===== config.mk =====
export PLATFORM = sky130hd
export DESIGN_NAME = stopwatch_controller
export DESIGN_NICKNAME = d
export VERILOG_FILES = /design/src/rtl/stopwatch_pkg.sv /design/src/rtl/tick_generator.sv /design/src/rtl/stopwatch_controller.sv
export SDC_FILE = /design/constraint.sdc
export NUM_CORES = 1
export LEC_CHECK = 0
export BUFFER_PORTS_ARGS = -buffer_cell sky130_fd_sc_hd__buf_2
export CAP_MARGIN = 5
export CORE_ASPECT_RATIO = 0.6
export CORE_MARGIN = 3
export CORE_UTILIZATION = 50
export CTS_CLUSTER_SIZE = 12
export DETAILED_ROUTE_END_ITERATION = 7
export GPL_ROUTABILITY_DRIVEN = 0
export GPL_TIMING_DRIVEN = 0
export PLACE_DENSITY = 0.74
export REMOVE_ABC_BUFFERS = 1
export SLEW_MARGIN = 30
export SYNTH_ARGS = -nofsm -noshare
export SYNTH_HDL_FRONTEND = slang
export SYNTH_SLANG_ARGS = --single-unit

===== constraint.sdc =====
create_clock -name clock -period 2.8 [get_ports clock]
set_clock_uncertainty 0.2 [all_clocks]
set_input_delay 0.14 -clock clock [delete_from_list [all_inputs] [get_ports clock]]
set_output_delay 0.14 -clock clock [all_outputs]
set_load 0.005 [all_outputs]

===== src/rtl/stopwatch_pkg.sv =====
// Shared state encodings and count limits for the stopwatch datapath.
package stopwatch_pkg;

   typedef enum logic [1:0] {
      ST_IDLE     = 2'd0,
      ST_RUN      = 2'd1,
      ST_PAUSE    = 2'd2,
      ST_OVERFLOW = 2'd3
   } state_e;

   localparam int MAX_SECONDS = 59;
   localparam int MAX_MINUTES = 99;
   localparam int SEC_W       = 7;
   localparam int MIN_W       = 7;

endpackage


===== src/rtl/tick_generator.sv =====
// Enable-gated prescaler producing a one-cycle tick every TICKS_PER_SEC cycles.
module tick_generator #(
   parameter int TICKS_PER_SEC = 50000000
) (
   input  logic clock,
   input  logic reset,
   input  logic enable,
   input  logic clear,
   output logic tick
);

   localparam int CW = (TICKS_PER_SEC > 1) ? $clog2(TICKS_PER_SEC) : 1;
   localparam logic [CW-1:0] CNT_LAST = CW'(TICKS_PER_SEC - 1);

   logic [CW-1:0] cnt_q;
   logic [CW-1:0] cnt_d;

   // Tick is combinational so the count updates on the wrap edge itself.
   assign tick = enable && (cnt_q == CNT_LAST);

   always_comb begin
      cnt_d = cnt_q;
      if (clear) begin
         cnt_d = '0;
      end else if (enable) begin
         cnt_d = (cnt_q == CNT_LAST) ? '0 : cnt_q + 1'b1;
      end
   end

   always_ff @(posedge clock) begin
      if (reset) begin
         cnt_q <= '0;
      end else begin
         cnt_q <= cnt_d;
      end
   end

endmodule


===== src/rtl/stopwatch_controller.sv =====
// Run/pause/overflow sequencer with MM:SS count and lap-freeze display mux.
module stopwatch_controller
   import stopwatch_pkg::*;
#(
   parameter int TICKS_PER_SEC = 50000000,
   parameter int MAX_MINUTES   = stopwatch_pkg::MAX_MINUTES,
   parameter int MAX_SECONDS   = stopwatch_pkg::MAX_SECONDS
) (
   input  logic             clock,
   input  logic             reset,
   input  logic             start_stop_pulse,
   input  logic             lap_pulse,
   input  logic             clear_pulse,
   output logic [MIN_W-1:0] minutes,
   output logic [SEC_W-1:0] seconds,
   output logic             running,
   output logic             lap_active,
   output logic             overflow
);

   localparam logic [SEC_W-1:0] SEC_LAST = SEC_W'(MAX_SECONDS);
   localparam logic [MIN_W-1:0] MIN_LAST = MIN_W'(MAX_MINUTES);

   state_e           state_q, state_d;
   logic [MIN_W-1:0] min_q, min_d;
   logic [SEC_W-1:0] sec_q, sec_d;
   logic [MIN_W-1:0] lap_min_q, lap_min_d;
   logic [SEC_W-1:0] lap_sec_q, lap_sec_d;
   logic             lap_act_q, lap_act_d;
   logic             tick;

   tick_generator #(
      .TICKS_PER_SEC(TICKS_PER_SEC)
   ) u_tick (
      .clock (clock),
      .reset (reset),
      .enable(state_q == ST_RUN),
      .clear (clear_pulse),
      .tick  (tick)
   );

   always_comb begin
      state_d   = state_q;
      min_d     = min_q;
      sec_d     = sec_q;
      lap_min_d = lap_min_q;
      lap_sec_d = lap_sec_q;
      lap_act_d = lap_act_q;

      if (clear_pulse) begin
         state_d   = ST_IDLE;
         min_d     = '0;
         sec_d     = '0;
         lap_act_d = 1'b0;
      end else begin
         unique case (state_q)
            ST_IDLE: begin
               if (start_stop_pulse) state_d = ST_RUN;
            end
            ST_RUN: begin
               if (start_stop_pulse) state_d = ST_PAUSE;
               // Terminal tick freezes the count rather than wrapping.
               if (tick) begin
                  if (min_q == MIN_LAST && sec_q == SEC_LAST) begin
                     state_d = ST_OVERFLOW;
                  end else if (sec_q == SEC_LAST) begin
                     sec_d = '0;
                     min_d = min_q + 1'b1;
                  end else begin
                     sec_d = sec_q + 1'b1;
                  end
               end
            end
            ST_PAUSE: begin
               if (start_stop_pulse) state_d = ST_RUN;
            end
            ST_OVERFLOW: begin
               state_d = ST_OVERFLOW;
            end
         endcase

         if (lap_pulse) begin
            if (lap_act_q) begin
               lap_act_d = 1'b0;
            end else if (state_q == ST_RUN || state_q == ST_PAUSE) begin
               lap_min_d = min_q;
               lap_sec_d = sec_q;
               lap_act_d = 1'b1;
            end
         end
      end
   end

   always_ff @(posedge clock) begin
      if (reset) begin
         state_q   <= ST_IDLE;
         min_q     <= '0;
         sec_q     <= '0;
         lap_min_q <= '0;
         lap_sec_q <= '0;
         lap_act_q <= 1'b0;
      end else begin
         state_q   <= state_d;
         min_q     <= min_d;
         sec_q     <= sec_d;
         lap_min_q <= lap_min_d;
         lap_sec_q <= lap_sec_d;
         lap_act_q <= lap_act_d;
      end
   end

   assign minutes    = lap_act_q ? lap_min_q : min_q;
   assign seconds    = lap_act_q ? lap_sec_q : sec_q;
   assign lap_active = lap_act_q;
   assign running    = (state_q == ST_RUN);
   assign overflow   = (state_q == ST_OVERFLOW);

endmodule


==> flow_summary.yaml <==
status:
  outcome: "complete, no violations"
clock_network:
  cts.path.max_buffers: 2
  clock_sink_count: 57
  tritoncts.num_buffers: 9
  cts-root-buf: "sky130_fd_sc_hd__clkbuf_8"
  tritoncts: "done"
  cts.htree.levels: 3
  worstSkewPairLatency_ns: 0.33
  cts_post_setup_buffers_inserted: 0
  cts.clk_slew.worst_paths_ns: 0.06
floorplanning:
  core_um2: 5255
  die_x_um: 103.0
  num_io_pins: 22
  floorplan.initialDensity_pct: 53.76
  fp.dieH_um: 64.23
  row_cnt: 20
  floorplan.die_area_um2: 6618
final_layout:
  post-route-cell-area_um2: 3169
  final_layout_size_suffix_gt1_share_pct: 16.81
  syn_to_final_growth_pct: 12.18
  fillerInstances: 464
  nets: 366
  antennaDiodeCount: 0
grt:
  met3_usage_pct: 6.543
  grt_usage_pct: 19.22
  top_usage_layer_grt: "met1"
  initial_antenna_violation_count: 0
  wire_length_of_the_first_global_routing_pass_um: 10030
  overflow_left_after_global_routing: 0
  vias_in_the_first_global_route: 2139
  maximum_number_of_pins_on_one_net_before_global_route_repair: 26
  met1_usage_pct: 28.38
  grt_met2_use_pct: 25.56
critical_path:
  highest_net_fanout_along_the_worst_path: 21
  r2r_cells: 7
  worst_ep_arrival_time_ns: 2.69
  timing.critical_path.from_type: "flop"
  cp_data_required_time_ns: 2.86
  crit_type: "flop to flop"
  endpoint_kind: "flop"
sta:
  fin_crit_sh_pct: 93.92
  finalSetupTns_ns: 0
  period_minus_slack_ns: 2.630
  rsz0062_at_grt: "no"
  fmax_mhz: 380.3
  slew_viol_final: 0
  timing.slew.headroom_pct: 40.81
  final.hold.worst_slack_ns: 0.2532
  hold_viol_final: 0
  setup_viol_count_final: 0
  tightest_pin_transition_ns: 0.8830
hold_path:
  hold_path_class: "flop to flop"
  hold_depth: 2
logic_synthesis:
  synthesis.yosys.warnings: 0
  postSynthRegisterBits: 57
  syn_std_cell_area_um2: 2825
  synth.top_cell.area_share_pct: 40.39
  cell_with_the_most_instances_after_synthesis: "sky130_fd_sc_hd__dfxtp_1"
  syn-instance-count: 335
  avg_cell_area_syn_um2: 8.433
  ys.flop_type: "sky130_fd_sc_hd__dfxtp_1"
  yosys-top-cells-area: "sky130_fd_sc_hd__dfxtp_1 40%, sky130_fd_sc_hd__nand2_1 6.4%, sky130_fd_sc_hd__mux2_2 6.0%"
  synth_sequential_area_ratio_pct: 40.39
  post-synth-top-area-cell: "sky130_fd_sc_hd__dfxtp_1"
  number_of_enable_type_register_cells_in_the_synthesized_netlist: 0
  asyncSetResetFlopFracSynth_pct: 0
  number_of_distinct_library_cells_after_synthesis: 35
  list_of_most_frequent_post_synthesis_cells: "57 x sky130_fd_sc_hd__dfxtp_1, 48 x sky130_fd_sc_hd__nand2_1, 37 x sky130_fd_sc_hd__nor2_1"
pwr:
  internal_power_mw: 1.211
  p_per_area_nw_per_um2: 486.2
  p_sw_share_pct: 21.38
  sequentialPowerShare_pct: 53.0
  power.combinational.fraction_pct: 2.8
  p_sw_mw: 0.3294
  power.share.clock_pct: 44.3
  power_leakage_nw: 1.082
  worst_ir_drop_vdd_mv: 0.2645
  post-layout-total-power_mw: 1.541
place:
  dpl.hpwl_um: 4085
  place_area_um2: 2942
  portBuffers: 21
detailed_routing:
  dr.pass1.iters: 4
  drt_drc: 0
  routed-via-count: 2400
  detail_route.iter0.violations: 146
  drt.antenna.violating_nets: 0
  route.final.wire_length_um: 5833
  detail_route.wl_per_cell_um: 13.79
  detail_route.vias_per_cell: 5.674
flow_run:
  max-cap-violations: 0
-- worst paths after layout --
| kind | slack, ns | end | startpoint |
|---|---|---|---|
| worst max register to register | 0.17 | min_q[3] | state_q[1] |
| worst min register to register | 0.25 | lap_min_q[0] | lap_min_q[0] |
| worst max-delay path | 0.17 | min_q[3] | state_q[1] |
| worst min-delay path | 0.25 | lap_min_q[0] | lap_min_q[0] |
-- cells by family (layout without fill, tap and decap cells) --
group / Yosys count / in the layout / synth area share (%)
multiplexers: 17 / 17 / 6.687
adder cells (fa/ha/maj): 8 / 8 / 3.543
AND/OR/NAND/NOR: 154 / 154 / 27.81
XOR/XNOR: 25 / 25 / 7.750
flip-flops: 57 / 57 / 40.39
buffers and inverters: 24 / 46 / 3.720
AO/OA/AOI/OAI: 50 / 50 / 10.10
-- layout make-up --
cell class	count	area, µm²	share of cell area, %
clock inverter	3	15.01	0.4737
multi-input combinational	254	1598	50.41
clock buffer	12	165.2	5.211
tap	66	82.58	2.606
timing repair buffer	25	145.1	4.580
inverter	6	22.52	0.7106
sequential	57	1141	36.00
-- cell usage in the layout, fill, tap and decap left out, drive strengths merged, types with 2 or more instances in the layout --
cell,n
nor2,37
dfxtp,57
nor3,6
nor4,5
nand2,48
dlygate4sd3,4
ha,8
nand3b,2
inv,6
and3,3
mux2,15
or3,5
a21oi,28
or4,9
clkbuf,12
xnor2,15
clkinv,3
buf,21
and2,2
mux2i,2
nor4b,3
nand4,11
o31ai,7
and4,6
xor2,10
nand3,14
o21ai,10
-- metal layers --
metal | vias to the layer above | part of all wire [%]
li1 | 1227 | -
met1 | 1103 | 53
met2 | 66 | 40
met3 | 4 | 6.6
met4 | 0 | 0.33
met5 | - | 0
-- repair_timing --
| action | in CTS | in global routing |
|---|---|---|
| endpoints found under the hold margin | 18 | 0 |
| setup endpoints to repair | 1 | 11 |
| gates resized for setup | 1 | 3 |
| hold buffers | 4 | 0 |
-- registers in the layout, indices dropped and copies added, names as in the netlist --
register and cells:
lap_active 1, lap_min_q 7, lap_sec_q 7, min_q 7, sec_q 7, state_q 2, u_tick.cnt_q 26
-- worst max-delay path: stages (launching register included) --
cell,delay [ns]
sky130_fd_sc_hd__dfxtp_1,0.34
sky130_fd_sc_hd__inv_1,0.13
sky130_fd_sc_hd__ha_2,0.27
sky130_fd_sc_hd__and4_4,0.29
sky130_fd_sc_hd__nand4_4,0.12
sky130_fd_sc_hd__or3_4,0.51
sky130_fd_sc_hd__or4_1,0.53
sky130_fd_sc_hd__a21oi_1,0.15
-- power groups by stage --
| stage | logic, mW | clock network [mW] | registers, mW |
|---|---|---|---|
| final | 0.0427 | 0.682 | 0.816 |
| after global routing | 0.0482 | 0.745 | 0.816 |
| after CTS | 0.0422 | 0.705 | 0.816 |
| after detailed placement | 0.0374 | 0 | 0.834 |
| after global placement | 0.0371 | 0 | 0.834 |
| after floorplan | 0.0216 | 0 | 0.833 |
-- through the flow --
| step | cells | util, % | setup slack (ns) |
|---|---|---|---|
| floorplan | 317 | - | 0.2742 |
| global placement | 404 | 55.76 | 0.04533 |
| detailed placement | 404 | 55.98 | 0.02405 |
| CTS | 423 | 60.21 | 0.005282 |
| finish | 423 | 60.31 | 0.1703 |
| global route | 423 | 60.31 | 0.01927 |
No activity file was read; power rests on OpenSTA's default activity.
